--- config.mk ---
export PLATFORM = sky130hd
export DESIGN_NAME = sram_march_bist_ctrl
export DESIGN_NICKNAME = d
export VERILOG_FILES = /design/src/rtl/sram_bist_pkg.sv /design/src/rtl/sram_bist_cmp.sv /design/src/rtl/sram_march_bist_ctrl.sv
export SDC_FILE = /design/constraint.sdc
export NUM_CORES = 1
export LEC_CHECK = 0
export BUFFER_PORTS_ARGS = -buffer_cell sky130_fd_sc_hd__buf_2
export CELL_PAD_IN_SITES_DETAIL_PLACEMENT = 0
export CELL_PAD_IN_SITES_GLOBAL_PLACEMENT = 1
export CORE_MARGIN = 4
export CORE_UTILIZATION = 37
export DETAILED_ROUTE_END_ITERATION = 10
export GPL_TIMING_DRIVEN = 0
export PLACE_DENSITY_LB_ADDON = 0.3
export RECOVER_POWER = 50
export SLEW_MARGIN = 10
export SYNTH_ARGS = -nofsm -noshare
export SYNTH_HDL_FRONTEND = slang
export SYNTH_HIERARCHICAL = 1
export SYNTH_SLANG_ARGS = --single-unit
--- constraint.sdc ---
create_clock -name clk_i -period 3.25 [get_ports clk_i]
set_input_delay 0.325 -clock clk_i [delete_from_list [all_inputs] [get_ports clk_i]]
set_output_delay 0.325 -clock clk_i [all_outputs]
set_load 0.03 [all_outputs]
--- src/rtl/sram_bist_pkg.sv ---
`default_nettype none
// ============================================================================
// Module   : sram_bist_pkg
// Purpose  : Shared types and the March C- element table for the SRAM BIST
//            sequencer.
// Revision : 1.0 - initial release
// ============================================================================
package sram_bist_pkg;

    localparam int NumElems = 6;

    // Sequencer states
    typedef enum logic [1:0] {
        ST_IDLE  = 2'd0,
        ST_RUN   = 2'd1,
        ST_DRAIN = 2'd2,
        ST_DONE  = 2'd3
    } bist_state_e;

    // March element index (0..NumElems-1)
    typedef logic [2:0] elem_idx_t;

    localparam elem_idx_t c_last_elem = elem_idx_t'(NumElems - 1);

    // One March element: address direction, optional read then optional write
    typedef struct packed {
        logic dir_down;
        logic has_read;
        logic read_val;
        logic has_write;
        logic write_val;
    } elem_cfg_t;

    // March C-: up(w0) up(r0,w1) up(r1,w0) down(r0,w1) down(r1,w0) up(r0)
    function automatic elem_cfg_t elem_cfg(input elem_idx_t idx);
        elem_cfg_t cfg;
        case (idx)
            3'd0:    cfg = '{dir_down: 1'b0, has_read: 1'b0, read_val: 1'b0, has_write: 1'b1, write_val: 1'b0};
            3'd1:    cfg = '{dir_down: 1'b0, has_read: 1'b1, read_val: 1'b0, has_write: 1'b1, write_val: 1'b1};
            3'd2:    cfg = '{dir_down: 1'b0, has_read: 1'b1, read_val: 1'b1, has_write: 1'b1, write_val: 1'b0};
            3'd3:    cfg = '{dir_down: 1'b1, has_read: 1'b1, read_val: 1'b0, has_write: 1'b1, write_val: 1'b1};
            3'd4:    cfg = '{dir_down: 1'b1, has_read: 1'b1, read_val: 1'b1, has_write: 1'b1, write_val: 1'b0};
            3'd5:    cfg = '{dir_down: 1'b0, has_read: 1'b1, read_val: 1'b0, has_write: 1'b0, write_val: 1'b0};
            default: cfg = '0;
        endcase
        return cfg;
    endfunction

endpackage
`default_nettype wire

--- src/rtl/sram_bist_cmp.sv ---
`default_nettype none
// ============================================================================
// Module   : sram_bist_cmp
// Purpose  : Read-data checker: registers each read's expected value and tag,
//            compares against macro DOUT one cycle later, captures the first
//            failure and counts mismatches (saturating).
// Revision : 1.0 - initial release
// ============================================================================
module sram_bist_cmp
    import sram_bist_pkg::*;
#(
    parameter int AddrWidth = 9,
    parameter int DataWidth = 16
) (
    input  logic                 clk_i,
    input  logic                 rst_ni,
    input  logic                 clear_i,
    input  logic                 rd_valid_i,
    input  logic                 rd_val_i,
    input  elem_idx_t            rd_elem_i,
    input  logic [AddrWidth-1:0] rd_addr_i,
    input  logic [DataWidth-1:0] dout_i,
    output logic                 fail_o,
    output logic [AddrWidth-1:0] fail_addr_o,
    output elem_idx_t            fail_elem_o,
    output logic [DataWidth-1:0] fail_bits_o,
    output logic [7:0]           err_cnt_o
);

    localparam logic [7:0] c_cnt_max = 8'hFF;

    logic                 r_pend;
    logic [DataWidth-1:0] r_exp;
    elem_idx_t            r_elem;
    logic [AddrWidth-1:0] r_addr;

    logic                 r_fail;
    logic [AddrWidth-1:0] r_fail_addr;
    elem_idx_t            r_fail_elem;
    logic [DataWidth-1:0] r_fail_bits;
    logic [7:0]           r_err_cnt;

    logic [DataWidth-1:0] w_bits;
    logic                 w_mismatch;

    assign w_bits     = r_exp ^ dout_i;
    assign w_mismatch = r_pend && (w_bits != '0);

    // Tag stage: remember what the read issued this cycle should return
    always_ff @(posedge clk_i or negedge rst_ni) begin
        if (!rst_ni) begin
            r_pend <= 1'b0;
            r_exp  <= '0;
            r_elem <= '0;
            r_addr <= '0;
        end else begin
            r_pend <= rd_valid_i && !clear_i;
            if (rd_valid_i) begin
                r_exp  <= {DataWidth{rd_val_i}};
                r_elem <= rd_elem_i;
                r_addr <= rd_addr_i;
            end
        end
    end

    // Result stage: first-failure capture and saturating error count
    always_ff @(posedge clk_i or negedge rst_ni) begin
        if (!rst_ni) begin
            r_fail      <= 1'b0;
            r_fail_addr <= '0;
            r_fail_elem <= '0;
            r_fail_bits <= '0;
            r_err_cnt   <= '0;
        end else if (clear_i) begin
            r_fail      <= 1'b0;
            r_fail_addr <= '0;
            r_fail_elem <= '0;
            r_fail_bits <= '0;
            r_err_cnt   <= '0;
        end else if (w_mismatch) begin
            if (r_err_cnt != c_cnt_max) begin
                r_err_cnt <= r_err_cnt + 8'd1;
            end
            if (!r_fail) begin
                r_fail      <= 1'b1;
                r_fail_addr <= r_addr;
                r_fail_elem <= r_elem;
                r_fail_bits <= w_bits;
            end
        end
    end

    assign fail_o      = r_fail;
    assign fail_addr_o = r_fail_addr;
    assign fail_elem_o = r_fail_elem;
    assign fail_bits_o = r_fail_bits;
    assign err_cnt_o   = r_err_cnt;

endmodule
`default_nettype wire

--- src/rtl/sram_march_bist_ctrl.sv ---
`default_nettype none
// ============================================================================
// Module   : sram_march_bist_ctrl
// Purpose  : March C- self-test sequencer for a single-port SRAM macro BIST
//            port; reports pass/fail and first-failure diagnostics.
// Revision : 1.0 - initial release
// ============================================================================
module sram_march_bist_ctrl
    import sram_bist_pkg::*;
#(
    parameter int AddrWidth = 9,
    parameter int DataWidth = 16
) (
    input  logic                 clk_i,
    input  logic                 rst_ni,
    input  logic                 start_i,
    input  logic                 abort_i,
    output logic                 busy_o,
    output logic                 done_o,
    output logic                 fail_o,
    output logic [AddrWidth-1:0] fail_addr_o,
    output logic [2:0]           fail_elem_o,
    output logic [DataWidth-1:0] fail_bits_o,
    output logic [7:0]           err_cnt_o,
    output logic                 bist_en_o,
    output logic                 bist_men_o,
    output logic                 bist_wen_o,
    output logic                 bist_ren_o,
    output logic [AddrWidth-1:0] bist_addr_o,
    output logic [DataWidth-1:0] bist_din_o,
    output logic [DataWidth-1:0] bist_bm_o,
    input  logic [DataWidth-1:0] bist_dout_i
);

    localparam logic [AddrWidth-1:0] c_addr_max = {AddrWidth{1'b1}};
    localparam logic [AddrWidth-1:0] c_addr_one = {{(AddrWidth-1){1'b0}}, 1'b1};

    bist_state_e          r_state;
    bist_state_e          w_state_next;
    elem_idx_t            r_elem;
    elem_idx_t            w_elem_next;
    logic [AddrWidth-1:0] r_addr;
    logic [AddrWidth-1:0] w_addr_next;
    logic                 r_phase;      // 0: read slot, 1: write slot of a two-op element
    logic                 w_phase_next;
    logic                 w_clear;

    elem_cfg_t            w_cfg;
    elem_cfg_t            w_next_cfg;
    elem_idx_t            w_elem_inc;
    logic                 w_run;
    logic                 w_is_read;
    logic                 w_is_write;
    logic                 w_last_op;
    logic                 w_addr_term;

    assign w_cfg       = elem_cfg(r_elem);
    assign w_elem_inc  = r_elem + 3'd1;
    assign w_next_cfg  = elem_cfg(w_elem_inc);
    assign w_run       = (r_state == ST_RUN);
    assign w_is_read   = w_cfg.has_read  && (!w_cfg.has_write || !r_phase);
    assign w_is_write  = w_cfg.has_write && (!w_cfg.has_read  ||  r_phase);
    assign w_last_op   = !(w_cfg.has_read && w_cfg.has_write) || r_phase;
    assign w_addr_term = w_cfg.dir_down ? (r_addr == '0) : (r_addr == c_addr_max);

    // State, element, address and phase registers
    always_ff @(posedge clk_i or negedge rst_ni) begin
        if (!rst_ni) begin
            r_state <= ST_IDLE;
            r_elem  <= '0;
            r_addr  <= '0;
            r_phase <= 1'b0;
        end else begin
            r_state <= w_state_next;
            r_elem  <= w_elem_next;
            r_addr  <= w_addr_next;
            r_phase <= w_phase_next;
        end
    end

    // Next-state and March walk: one op per RUN cycle, abort overrides all
    always_comb begin
        w_state_next = r_state;
        w_elem_next  = r_elem;
        w_addr_next  = r_addr;
        w_phase_next = r_phase;
        w_clear      = 1'b0;
        case (r_state)
            ST_IDLE, ST_DONE: begin
                if (start_i) begin
                    w_state_next = ST_RUN;
                    w_elem_next  = '0;
                    w_addr_next  = '0;
                    w_phase_next = 1'b0;
                    w_clear      = 1'b1;
                end
            end
            ST_RUN: begin
                if (w_last_op) begin
                    w_phase_next = 1'b0;
                    if (w_addr_term) begin
                        if (r_elem == c_last_elem) begin
                            w_state_next = ST_DRAIN;
                        end else begin
                            w_elem_next = w_elem_inc;
                            w_addr_next = w_next_cfg.dir_down ? c_addr_max : '0;
                        end
                    end else begin
                        w_addr_next = w_cfg.dir_down ? (r_addr - c_addr_one)
                                                     : (r_addr + c_addr_one);
                    end
                end else begin
                    w_phase_next = 1'b1;
                end
            end
            ST_DRAIN: begin
                w_state_next = ST_DONE;
            end
            default: begin
                w_state_next = ST_IDLE;
            end
        endcase
        if (abort_i) begin
            w_state_next = ST_IDLE;
            w_clear      = 1'b0;
        end
    end

    sram_bist_cmp #(
        .AddrWidth (AddrWidth),
        .DataWidth (DataWidth)
    ) u_cmp (
        .clk_i       (clk_i),
        .rst_ni      (rst_ni),
        .clear_i     (w_clear),
        .rd_valid_i  (w_run && w_is_read),
        .rd_val_i    (w_cfg.read_val),
        .rd_elem_i   (r_elem),
        .rd_addr_i   (r_addr),
        .dout_i      (bist_dout_i),
        .fail_o      (fail_o),
        .fail_addr_o (fail_addr_o),
        .fail_elem_o (fail_elem_o),
        .fail_bits_o (fail_bits_o),
        .err_cnt_o   (err_cnt_o)
    );

    // Macro-side controls decode only registered state, never raw inputs
    assign busy_o      = (r_state == ST_RUN) || (r_state == ST_DRAIN);
    assign done_o      = (r_state == ST_DONE);
    assign bist_en_o   = busy_o;
    assign bist_men_o  = w_run;
    assign bist_wen_o  = w_run && w_is_write;
    assign bist_ren_o  = w_run && w_is_read;
    assign bist_addr_o = w_run ? r_addr : '0;
    assign bist_din_o  = (w_run && w_is_write) ? {DataWidth{w_cfg.write_val}} : '0;
    assign bist_bm_o   = {DataWidth{1'b1}};

endmodule
`default_nettype wire

Yosys cells after proc, flatten, opt, wreduce, memory -nomap -nowiden
Cells that the tools add are included.
Word-level totals
  flip-flop bits (word level): 66
  bits of input ports: 20
  output and inout port bits: 84
  word-level logic and storage cells: 117
Cells by class
  $add $sub $neg: 4
  eq/ne operators: 25
  multiplexer cells: 43
  bitwise gates (word level): 1
  reduce and logical (&&, ||, !) cells: 31
Operator list (count)
  $mux 9: 10
  $mux 16: 4
  $pmux 5 s6: 2
  $mux 8: 3
  $mux 3: 7
  $pmux 9 s2: 1
  $reduce_bool 16->1: 1
  $xor 16x16->16: 1
  $eq 3x2->1 const B: 4
  $eq 3x3->1 const B: 4
  $mux 2: 5
  $add 9x1->9 const B: 1
  $eq 9x9->1 const B: 1
  $logic_not 9->1: 1
  $ne 3x2->1 const B: 3
  $sub 9x1->9 const B: 1
  $add 8x1->8 const B: 1
  $mux 1: 8
  $ne 8x8->1 const B: 1
  $reduce_and 4->1: 2
  $logic_and 1x1->1: 7
  $eq 3x1->1 const B: 2
  $logic_not 3->1: 2
  $ne 2x1->1 const B: 3
  15 further kinds: 29

Logic depth before layout (Yosys ltp)
Gate-level depths: netlist (run 1).
  depth in word-level cells: 8
  gate-level depth with buffers: 12
  depth with buffers taken out: 12

Hierarchy
The synthesis (run 1) kept the hierarchy.
By module, submodules not included
  sram_bist_cmp: instances 1, cells each 211, area each 2487.4 µm², sequential area each 1276.2 µm²
  sram_march_bist_ctrl: instances 1, cells each 201, area each 1680.4 µm², sequential area each 375.4 µm²

Worst setup path after synthesis (run 1)
Ideal clock, no wire load.
  kind: reg-to-output
  start point: register, netlist name r_elem[0]
  end point: output bist_din_o[10]
  arrival time: 3141 ps
  required time: 2925 ps
  slack: -216 ps
  cell stages (with the launch flop): 7
  buffers on the path: 1
  cells stage by stage: dfrtp_1 inv_1 ha_1 mux2_2 o31a_2 nor3_1 buf_4
RTL lines
  end: declaration: RTL line sram_march_bist_ctrl.sv:30  | output logic [DataWidth-1:0] bist_din_o,

==> results.toml, run 1 <==
[outcome]
status = "finished clean"

[synth]
postSynth.asyncResetShare_pct = 100
synth.distinct_cells = 57
synth-main-ff-cell = "dfrtp_1"
synth.avg_cell_area_sq_um = 10.1
syn_area_sq_um = 4170
yosys_warnings = 6
ys_ff_latch = 66
yosysSeqAreaShare_pct = 39.6
syn-instance-count = 412
synth_edf_count = 0

[cts]
cts_root_buf = "clkbuf_16"
clk_pin_slew_ns = 0.05
cts_tree = "done"
clk_latency_ns = 0.32
cts-htree-levels = 3
cts_made_buffers = 9
clock_path_buffers = 2
cts.sinks = 66

[route]
vias = 3343
drc_errors = 0
routed_wl_mm = 10.2
antenna_left = 0
viasPerCell = 4.94
drtIter0Drc = 227
drtPass1Iterations = 5
wire_per_inst_um = 15.0

[global_route]
grt_pass1_wl_mm = 16.9
grt_use_total_pct = 16.0
grt-ovfl-total = 0
antenna_found_initial = 0
grt_pass1_vias = 3388
grt_max_degree = 46

[worst_setup_path]
start_kind = "flop"
end_kind = "flop"
cp.arrival_ns = 3.27
required_ns = 3.44
path_max_fanout = 7
worstSetupPathType = "flop to flop"

[die]
num_io_pins = 104
start_util_pct = 38.1
die_w_um = 114
die_y_um = 114
rows = 38
die-area_sq_um = 13000
core_area_sq_um = 10900

[timing]
setup_violations = 0
fin_crit_sh_pct = 94.8
min_period_ns = 3.08
setup_tns_ns = 0
max_freq_mhz = 325
fin_skew_ns = 0.00702
max_slew_margin_pct = 15.8
rsz0062_at_grt = "true"
tightest_slew_ns = 1.26
slew_viol_final = 0
finalHoldViolCount = 0

[power_and_ir_drop]
peakVddDrop_mv = 0.617
cellPowerDensity_nw_per_um2 = 967
total_power_mw = 5.03
p_leak_nw = 2.42

[cells_and_area]
fillers = 1071
nets = 568
regArea_sq_um = 1650
multi_input_area_sq_um = 2240
diodes = 0
drive_gt1_share_pct = 30.0
syn2layout_area_growth_pct = 24.8

[run]
drv_cap = 0

[placement]
place_congestion = 0.812
place_hpwl_mm = 7.46
portBuffers = 87

[min_path]
min-delay-path-class = "input pin to flop"
## cell families (layout without fill, tap and decap cells)
| kind of cell | Yosys count | count (layout) | share of synthesized area, % |
|---|---|---|---|
| AOI/OAI and AO/OA | 71 | 71 | 13.4 |
| xor gates and xnor gates | 21 | 21 | 4.41 |
| adders and majority gates | 16 | 16 | 4.98 |
| buffers and inverters | 63 | 173 | 9.34 |
| DFF | 66 | 66 | 39.6 |
| muxes | 43 | 43 | 12.3 |
| other | 1 | 16 | 0.0900 |
| and+or+nand+nor | 131 | 131 | 15.8 |
## worst paths after layout
check / start / slack [ns] / depth (start not counted) / to
hold reg to reg: u_cmp/r_addr[2]$_DFFE_PN0P_ / 0.51 / 1 / u_cmp/r_addr[2]$_DFFE_PN0P_
max in group asynchronous: rst_ni / 0.72 / 3 / u_cmp/r_addr[6]$_DFFE_PN0P_
min in group asynchronous: rst_ni / 0.79 / 2 / u_cmp/fail_bits_o[3]$_DFFE_PN0P_
hold / removal: abort_i / 0.21 / 2 / r_state[0]$_DFFE_PN0P_
setup / recovery: r_elem[0]$_DFFE_PN0P_ / 0.17 / 12 / r_addr[8]$_DFFE_PN0P_
setup reg to reg: r_elem[0]$_DFFE_PN0P_ / 0.17 / 12 / r_addr[8]$_DFFE_PN0P_
## placed cells by master (no fill, tap or decap), types with 3 or more instances in the layout
master / n
dfrtp_1: 66
buf_2: 55
nor2_1: 51
clkbuf_1: 45
buf_4: 37
nand2_1: 19
xnor2_1: 19
mux2i_1: 18
a211oi_1: 17
mux2_2: 16
conb_1: 16
a21oi_1: 13
o21ai_0: 13
inv_1: 12
nand3_1: 10
ha_1: 10
clkbuf_16: 9
nand4_1: 8
and2_1: 7
nor3_1: 7
nand2b_1: 5
nor2b_1: 5
buf_6: 4
and3_1: 4
ha_2: 4
mux2i_4: 4
o21bai_1: 3
a21oi_2: 3
clkinv_2: 3
or4_4: 3
mux2_1: 3
## cell usage after synthesis, types with 2 or more instances
cell,instances,area (sq um)
buf_2,2,10.0
buf_6,4,45.0
mux2_1,3,33.8
and2_1,7,43.8
mux2_2,16,180
or3_1,2,12.5
nand2b_1,5,31.3
inv_1,13,48.8
mux2i_4,4,90.1
nand2_1,19,71.3
xnor2_1,19,166
o41ai_1,2,17.5
a31oi_1,2,12.5
nand3_1,10,50.1
and3_1,4,25.0
dfrtp_1,66,1650
o21a_1,2,15.0
o211ai_1,2,15.0
mux2i_1,18,180
nor3_1,8,40.0
clkbuf_1,10,37.5
a21o_1,2,15.0
ha_1,15,188
nand4_1,8,50.1
o21ai_0,13,65.1
xor2_1,2,17.5
or4_4,3,33.8
buf_4,32,240
nor2_1,51,191
a21oi_1,14,70.1
o21bai_1,3,22.5
a211oi_1,17,128
mux2_4,2,30.0
nor4_1,2,12.5
a21oi_2,2,17.5
nor2b_1,5,31.3
nor3b_1,3,22.5
## power breakdown
part	leakage [nW]	total [mW]	switching, mW	internal (mW)
clock	0.149	0.962	0.350	0.612
combinational	1.39	2.75	1.68	1.07
sequential	0.878	1.32	0.222	1.10
## area by class of cell
| class | instances | share of cell area [%] |
|---|---|---|
| buffer | 49 | 6.47 |
| clock buffer | 11 | 4.67 |
| clock inverter | 5 | 1.03 |
| inverter | 14 | 1.01 |
| multi-input combinational | 298 | 43.1 |
| sequential | 66 | 31.8 |
| tap | 140 | 3.37 |
| timing repair buffer | 94 | 8.56 |
## through the flow
step / instance area, sq um / std cells / hold slack (ns) / setup slack (ns) / utilization (%)
4_1_cts: 5200 / 673 / 0.191 / 0.0570 / 47.5
6_report: 5200 / 677 / 0.210 / 0.169 / 47.6
2_1_floorplan: 4230 / 427 / 0.0294 / 0.0848 / -
3_5_place_dp: 4870 / 655 / 0.254 / -0.336 / 44.5
5_1_grt: 5200 / 677 / 0.218 / -0.0263 / 47.6
3_3_place_gp: 4840 / 654 / 0.492 / -0.333 / 44.3
## sequential cells by signal, indices dropped and copies added, names as in the netlist
register	cells
r_addr	9
r_elem	3
r_phase	1
r_state	2
u_cmp/err_cnt_o	8
u_cmp/fail_addr_o	9
u_cmp/fail_bits_o	16
u_cmp/fail_elem_o	3
u_cmp/fail_o	1
u_cmp/r_addr	9
u_cmp/r_elem	3
u_cmp/r_exp	1
u_cmp/r_pend	1
## what timing repair did
item,4_1_cts,5_1_grt
setup buffers,1,4
hold buffers,1,0
gates resized for setup,3,10
endpoints found under the hold margin,21,0
pin swaps,1,4
setup endpoints to repair,18,33
## routing by layer
metal | up-vias | global-route usage (%) | wire, um
li1 | 1653 | - | -
met1 | 1615 | 21.9 | 4630
met2 | 69 | 26.1 | 5030
met3 | 6 | 3.38 | 460
met4 | 0 | 3.96 | 68
met5 | - | 0 | 0
## worst max-delay path, stage by stage (launching register included)
cell,delay [ns]
dfrtp_1,0.42
ha_2,0.23
ha_2,0.21
o41ai_4,0.41
inv_2,0.14
buf_4,0.18
ha_2,0.36
nand3_1,0.08
o211ai_1,0.28
o41ai_2,0.13
xnor2_1,0.27
o21a_1,0.16
o22ai_2,0.07
(Power assumes the default switching activity.)
==> run 2: changes to the inputs <==
Settings changed: RECOVER_POWER 50 to 25.
==> run 2 against run 1 <==
Via count grew 0.33%; critical endpoint unchanged; largest cell class unchanged; combinational power is essentially flat; critical path depth unchanged.
==> results.toml, run 2 (same netlist as run 1, synthesis figures left out) <==
[outcome]
status = "finished clean"

[worst_setup_path]
required_ns = 3.44
crit_chain = "ha_2 -> ha_2 -> o41ai_4 -> inv_2 -> buf_4 -> ha_2 -> nand3_1 -> o211ai_1 -> o41ai_2 -> xnor2_1 -> o21a_1 -> o22ai_2"
cp_common_cell = "ha_2"
path_max_fanout = 7
worstSetupPathType = "flop to flop"
critPathMaxStageDelay_ns = 0.42
cp.arrival_ns = 3.27
start_kind = "flop"
end_kind = "flop"
critical_path.slowest_cell = "dfrtp_1"

[power_and_ir_drop]
total_power_mw = 5.06
p_clk_share_pct = 19.0
netSwitchingFraction_pct = 44.4
intPower_mw = 2.82
power_frac_comb_pct = 55.0
peakVddDrop_mv = 0.617
cellPowerDensity_nw_per_um2 = 966
p_leak_nw = 2.55
p_seq_share_pct = 26.0
p_switching_mw = 2.25

[timing]
slew_viol_final = 0
max_freq_mhz = 324
fin_crit_sh_pct = 94.9
fin_skew_ns = 0.00706
min_period_ns = 3.09
rsz0062_at_grt = "true"
tightest_slew_ns = 1.27
fin_ws_ns = 0.164
max_slew_margin_pct = 15.5
setup_violations = 0
whs_ns = 0.210
finalHoldViolCount = 0

[placement]
place_hpwl_mm = 7.46
dp_slack_ns = -0.336
place_congestion = 0.812
portBuffers = 87

[global_route]
top_usage_layer = "met2"
grt_pass1_wl_mm = 16.9
use_met3_pct = 3.38
use_met2_pct = 26.1
antenna_found_initial = 0
grt_use_met1_pct = 21.9
grt_use_total_pct = 16.0
grt_pass1_vias = 3388
grt-ovfl-total = 0
grt_max_degree = 46

[run]
drv_cap = 0

[route]
drc_errors = 0
drtIter0Drc = 177
viasPerCell = 4.95
antenna_left = 0
drtPass1Iterations = 4
vias = 3354
routed_wl_mm = 10.1
wire_per_inst_um = 15.0

[die]
die_w_um = 114
num_io_pins = 104
start_util_pct = 38.1
die-area_sq_um = 13000
die_y_um = 114
rows = 38
core_area_sq_um = 10900

[cells_and_area]
drive_gt1_share_pct = 36.1
largest_reg_flops = 16
mostFrequentLayoutCell = "buf_2"
fillers = 1060
diodes = 0
utilization_pct = 47.9
nets = 568
final_cell_mix = "88 x buf_2, 66 x dfrtp_1, 51 x nor2_1, 37 x buf_4"
syn2layout_area_growth_pct = 25.8

[cts]
cts.sinks = 66
clock_path_buffers = 2
cts_tree = "done"
cts_root_buf = "clkbuf_16"
cts_made_buffers = 9
cts-htree-levels = 3
clk_pin_slew_ns = 0.05
clk_latency_ns = 0.32

[min_path]
min-delay-path-class = "input pin to flop"
run 2: power groups by stage:
stage,Clock (mW),Combinational [mW],Sequential [mW]
2_1_floorplan,0,1.82,1.54
3_3_place_gp,0,2.62,1.32
3_5_place_dp,0,2.67,1.33
4_1_cts,0.984,2.72,1.32
5_1_grt,1.02,3.06,1.36
6_report,0.964,2.78,1.31
run 2: path summary, 6_finish.rpt:
check,cells after the start,slack [ns],startpoint,to
setup / recovery,12,0.16,r_elem[0]$_DFFE_PN0P_,r_addr[8]$_DFFE_PN0P_
hold / removal,2,0.21,abort_i,r_state[0]$_DFFE_PN0P_
setup reg to reg,12,0.16,r_elem[0]$_DFFE_PN0P_,r_addr[8]$_DFFE_PN0P_
hold reg to reg,1,0.51,u_cmp/r_addr[4]$_DFFE_PN0P_,u_cmp/r_addr[4]$_DFFE_PN0P_
max in group asynchronous,3,0.72,rst_ni,u_cmp/r_addr[6]$_DFFE_PN0P_
min in group asynchronous,2,0.79,rst_ni,u_cmp/fail_bits_o[3]$_DFFE_PN0P_
run 2: layout make-up:
cell class / count / area [sq um] / share of cell area, %
tap: 140 / 175 / 3.34
clock inverter: 5 / 53.8 / 1.03
sequential: 66 / 1650 / 31.5
multi-input combinational: 298 / 2240 / 42.8
clock buffer: 11 / 243 / 4.63
inverter: 14 / 52.6 / 1.00
timing repair buffer: 94 / 487 / 9.28
buffer: 49 / 337 / 6.42
run 2: routing by layer:
| metal | part of all wire (%) | routed length (um) |
|---|---|---|
| met5 | 0 | 0 |
| met4 | 0.67 | 68 |
| met3 | 4.4 | 444 |
| met2 | 49 | 5000 |
| met1 | 46 | 4620 |
run 2: worst max-delay path, delay by kind of cell, from the launching register on:
| family | cells | cell delay [ns] |
|---|---|---|
| XOR/XNOR | 1 | 0.27 |
| flip-flops | 1 | 0.42 |
| AO/OA/AOI/OAI | 5 | 1.05 |
| adder cells (fa/ha/maj) | 3 | 0.80 |
| AND/OR/NAND/NOR | 1 | 0.08 |
| buffers and inverters | 2 | 0.33 |
run 2: timing repair:
item | 4_1_cts | 5_1_grt
hold buffers | 1 | 0
gates resized for setup | 3 | 10
pin swaps | 1 | 4
setup buffers | 1 | 4
endpoints found under the hold margin | 21 | 0
setup endpoints to repair | 18 | 33
run 2: through the flow:
stage / cells / cell area (sq um) / setup TNS, ns
2_1_floorplan: 427 / 4230 / 0
3_3_place_gp: 654 / 4840 / -0.390
3_5_place_dp: 655 / 4870 / -0.453
4_1_cts: 673 / 5200 / 0
5_1_grt: 677 / 5240 / -0.0263
6_report: 677 / 5240 / 0
==> run 3: changes to the inputs <==
Settings changed: CORE_ASPECT_RATIO set to 1.4.
==> run 3 against run 2 <==
The run now ends with capacitance limit, slew limit left; setup slack about the same; final area down 0.43%; sequential power about the same; critical endpoint unchanged; largest power group unchanged.
==> results.toml, run 3 (same netlist as run 1, synthesis figures left out) <==
[worst_setup_path]
critical_path.slowest_cell = "dfrtp_1"
r2r_cells = 11
cp.arrival_ns = 3.34
cp_common_cell = "ha_2"
path_buf_inv = 1
path_max_fanout = 7
rr_endpoint = "r_addr[8]$_DFFE_PN0P_"
critPathMaxStageDelay_ns = 0.42
worstSetupPathType = "flop to flop"
start_kind = "flop"
end_kind = "flop"
path_delay_family = "compound AO/OA/AOI/OAI gates"
ff2ff_setup_slack_ns = 0.16
crit_chain = "ha_2 -> ha_2 -> o41ai_4 -> inv_2 -> ha_1 -> a21oi_2 -> o211ai_1 -> o41ai_2 -> xnor2_1 -> o21a_1 -> o22ai_2"
required_ns = 3.51
timing.rr.start = "r_elem[0]$_DFFE_PN0P_"

[die]
die_w_um = 97.7
start_util_pct = 38.2
rows = 45
core_area_sq_um = 10900
die_y_um = 134
die-area_sq_um = 13100
num_io_pins = 104

[route]
drtPass1Iterations = 4
drc_errors = 0
drtIter0Drc = 135
wire_per_inst_um = 15.2
routed_wl_mm = 10.3
vias = 3345
viasPerCell = 4.93
antenna_left = 0

[power_and_ir_drop]
p_seq_share_pct = 26.0
power_frac_comb_pct = 54.8
p_leak_nw = 2.53
p_clk_share_pct = 19.2
peakVddDrop_mv = 0.485
intPower_mw = 2.77
cellPowerDensity_nw_per_um2 = 963
netSwitchingFraction_pct = 45.0
p_switching_mw = 2.26

[cells_and_area]
drive_gt1_share_pct = 35.8
mostFrequentLayoutCell = "buf_2"
syn2layout_area_growth_pct = 25.2
nets = 568
final_cell_mix = "88 x buf_2, 66 x dfrtp_1, 51 x nor2_1, 37 x buf_4"
largest_reg_flops = 16
final_cells = 678
diodes = 0
multi_input_area_sq_um = 2220
regArea_sq_um = 1650
fillers = 1081

[global_route]
grt_pass1_vias = 3427
top_usage_layer = "met2"
use_met3_pct = 4.40
grt_use_total_pct = 16.0
use_met2_pct = 27.9
grt_max_degree = 62
antenna_found_initial = 0
grt_pass1_wl_mm = 17.0
grt-ovfl-total = 0
grt_use_met1_pct = 18.5

[timing]
slew_viol_final = 62
fin_ws_ns = 0.164
tightest_slew_ns = 1.53
max_slew_margin_pct = -2.07
fin_skew_ns = 0.00416
finalHoldViolCount = 0
max_freq_mhz = 324
setup_violations = 0
fin_crit_sh_pct = 94.9
min_period_ns = 3.09

[cts]
cts-htree-levels = 3
cts_tree = "done"
clock_path_buffers = 2
cts_made_buffers = 9
cts_root_buf = "clkbuf_16"
clk_latency_ns = 0.33
clk_pin_slew_ns = 0.06
cts.sinks = 66

[placement]
place_congestion = 0.783
place_hpwl_mm = 7.58
portBuffers = 87
dp_slack_ns = -0.361
dpl.cell_count = 656

[min_path]
min-delay-path-class = "input pin to flop"
whs_endpoint = "r_state[0]$_DFFE_PN0P_"
hp-start = "abort_i"
hold_depth = 2

[outcome]
status = "finished with violations"
failed_checks = "capacitance limit, slew limit"

[run]
drv_cap = 1
[run 3: changes by cell type in the layout (fill, tap and decap cells not counted)]
cell        previous run  this run
clkinv_2               3         2
clkbuf_8               1         0
ha_4                   1         0
clkinvlp_4             0         4
o41ai_1                0         1
ha_2                   4         3
clkbuf_1              12        11
o41ai_2                2         1
clkinv_4               1         0
ha_1                  10        12
[run 3: power groups by stage]
stage / Clock (mW) / Combinational, mW / Sequential [mW]
floorplan: 0 / 1.82 / 1.54
global placement: 0 / 2.64 / 1.31
finish: 0.965 / 2.76 / 1.31
CTS: 0.987 / 2.72 / 1.31
detailed placement: 0 / 2.68 / 1.32
global route: 1.02 / 3.03 / 1.35
[run 3: cell type report]
class / instances / area share, %
multi-input combinational: 298 / 42.5
sequential: 66 / 31.6
timing repair buffer: 94 / 9.32
buffer: 49 / 6.45
clock buffer: 9 / 4.31
tap: 141 / 3.38
clock inverter: 7 / 1.34
inverter: 14 / 1.01
[run 3: how the worst max path moves through the flow]
stage | start | endpoint | slack (ns) | cells past startpoint
floorplan | r_elem[0]$_DFFE_PN0P_ | r_addr[8]$_DFFE_PN0P_ | 0.08 | 11
global placement | r_elem[0]$_DFFE_PN0P_ | r_addr[8]$_DFFE_PN0P_ | -0.35 | 11
detailed placement | r_elem[0]$_DFFE_PN0P_ | r_addr[8]$_DFFE_PN0P_ | -0.36 | 11
CTS | r_elem[0]$_DFFE_PN0P_ | r_addr[8]$_DFFE_PN0P_ | 0.0006 | 11
global route | r_elem[0]$_DFFE_PN0P_ | r_addr[8]$_DFFE_PN0P_ | -0.02 | 11
finish | r_elem[0]$_DFFE_PN0P_ | r_addr[8]$_DFFE_PN0P_ | 0.16 | 11
[run 3: stage by stage]
step | utilization, % | cell area, sq um | hold slack [ns] | total power, mW | TNS, ns
after detailed placement | 44.6 | 4870 | 0.151 | 4.00 | -0.461
after global routing | 47.8 | 5220 | 0.223 | 5.40 | -0.0222
final | 47.8 | 5220 | 0.207 | 5.03 | 0
after floorplan | - | 4230 | 0.0294 | 3.35 | 0
after CTS | 47.6 | 5200 | 0.186 | 5.01 | 0
after global placement | 44.3 | 4840 | 0.492 | 3.95 | -0.437
[run 3: metal layers]
layer,up-vias,share of wire (%)
met2,81,52
met5,-,0
met4,0,1.8
met3,12,4.7
met1,1612,41
li1,1640,-
[run 3: timing repair]
action / 4_1_cts / 5_1_grt
pin swaps: 1 / 4
buffers inserted: 1 / 4
resized for setup: 2 / 6
endpoints found under the setup margin: 18 / 3
gates cloned: 0 / 0
hold buffers: 1 / 0
hold endpoints to repair: 5 / 0
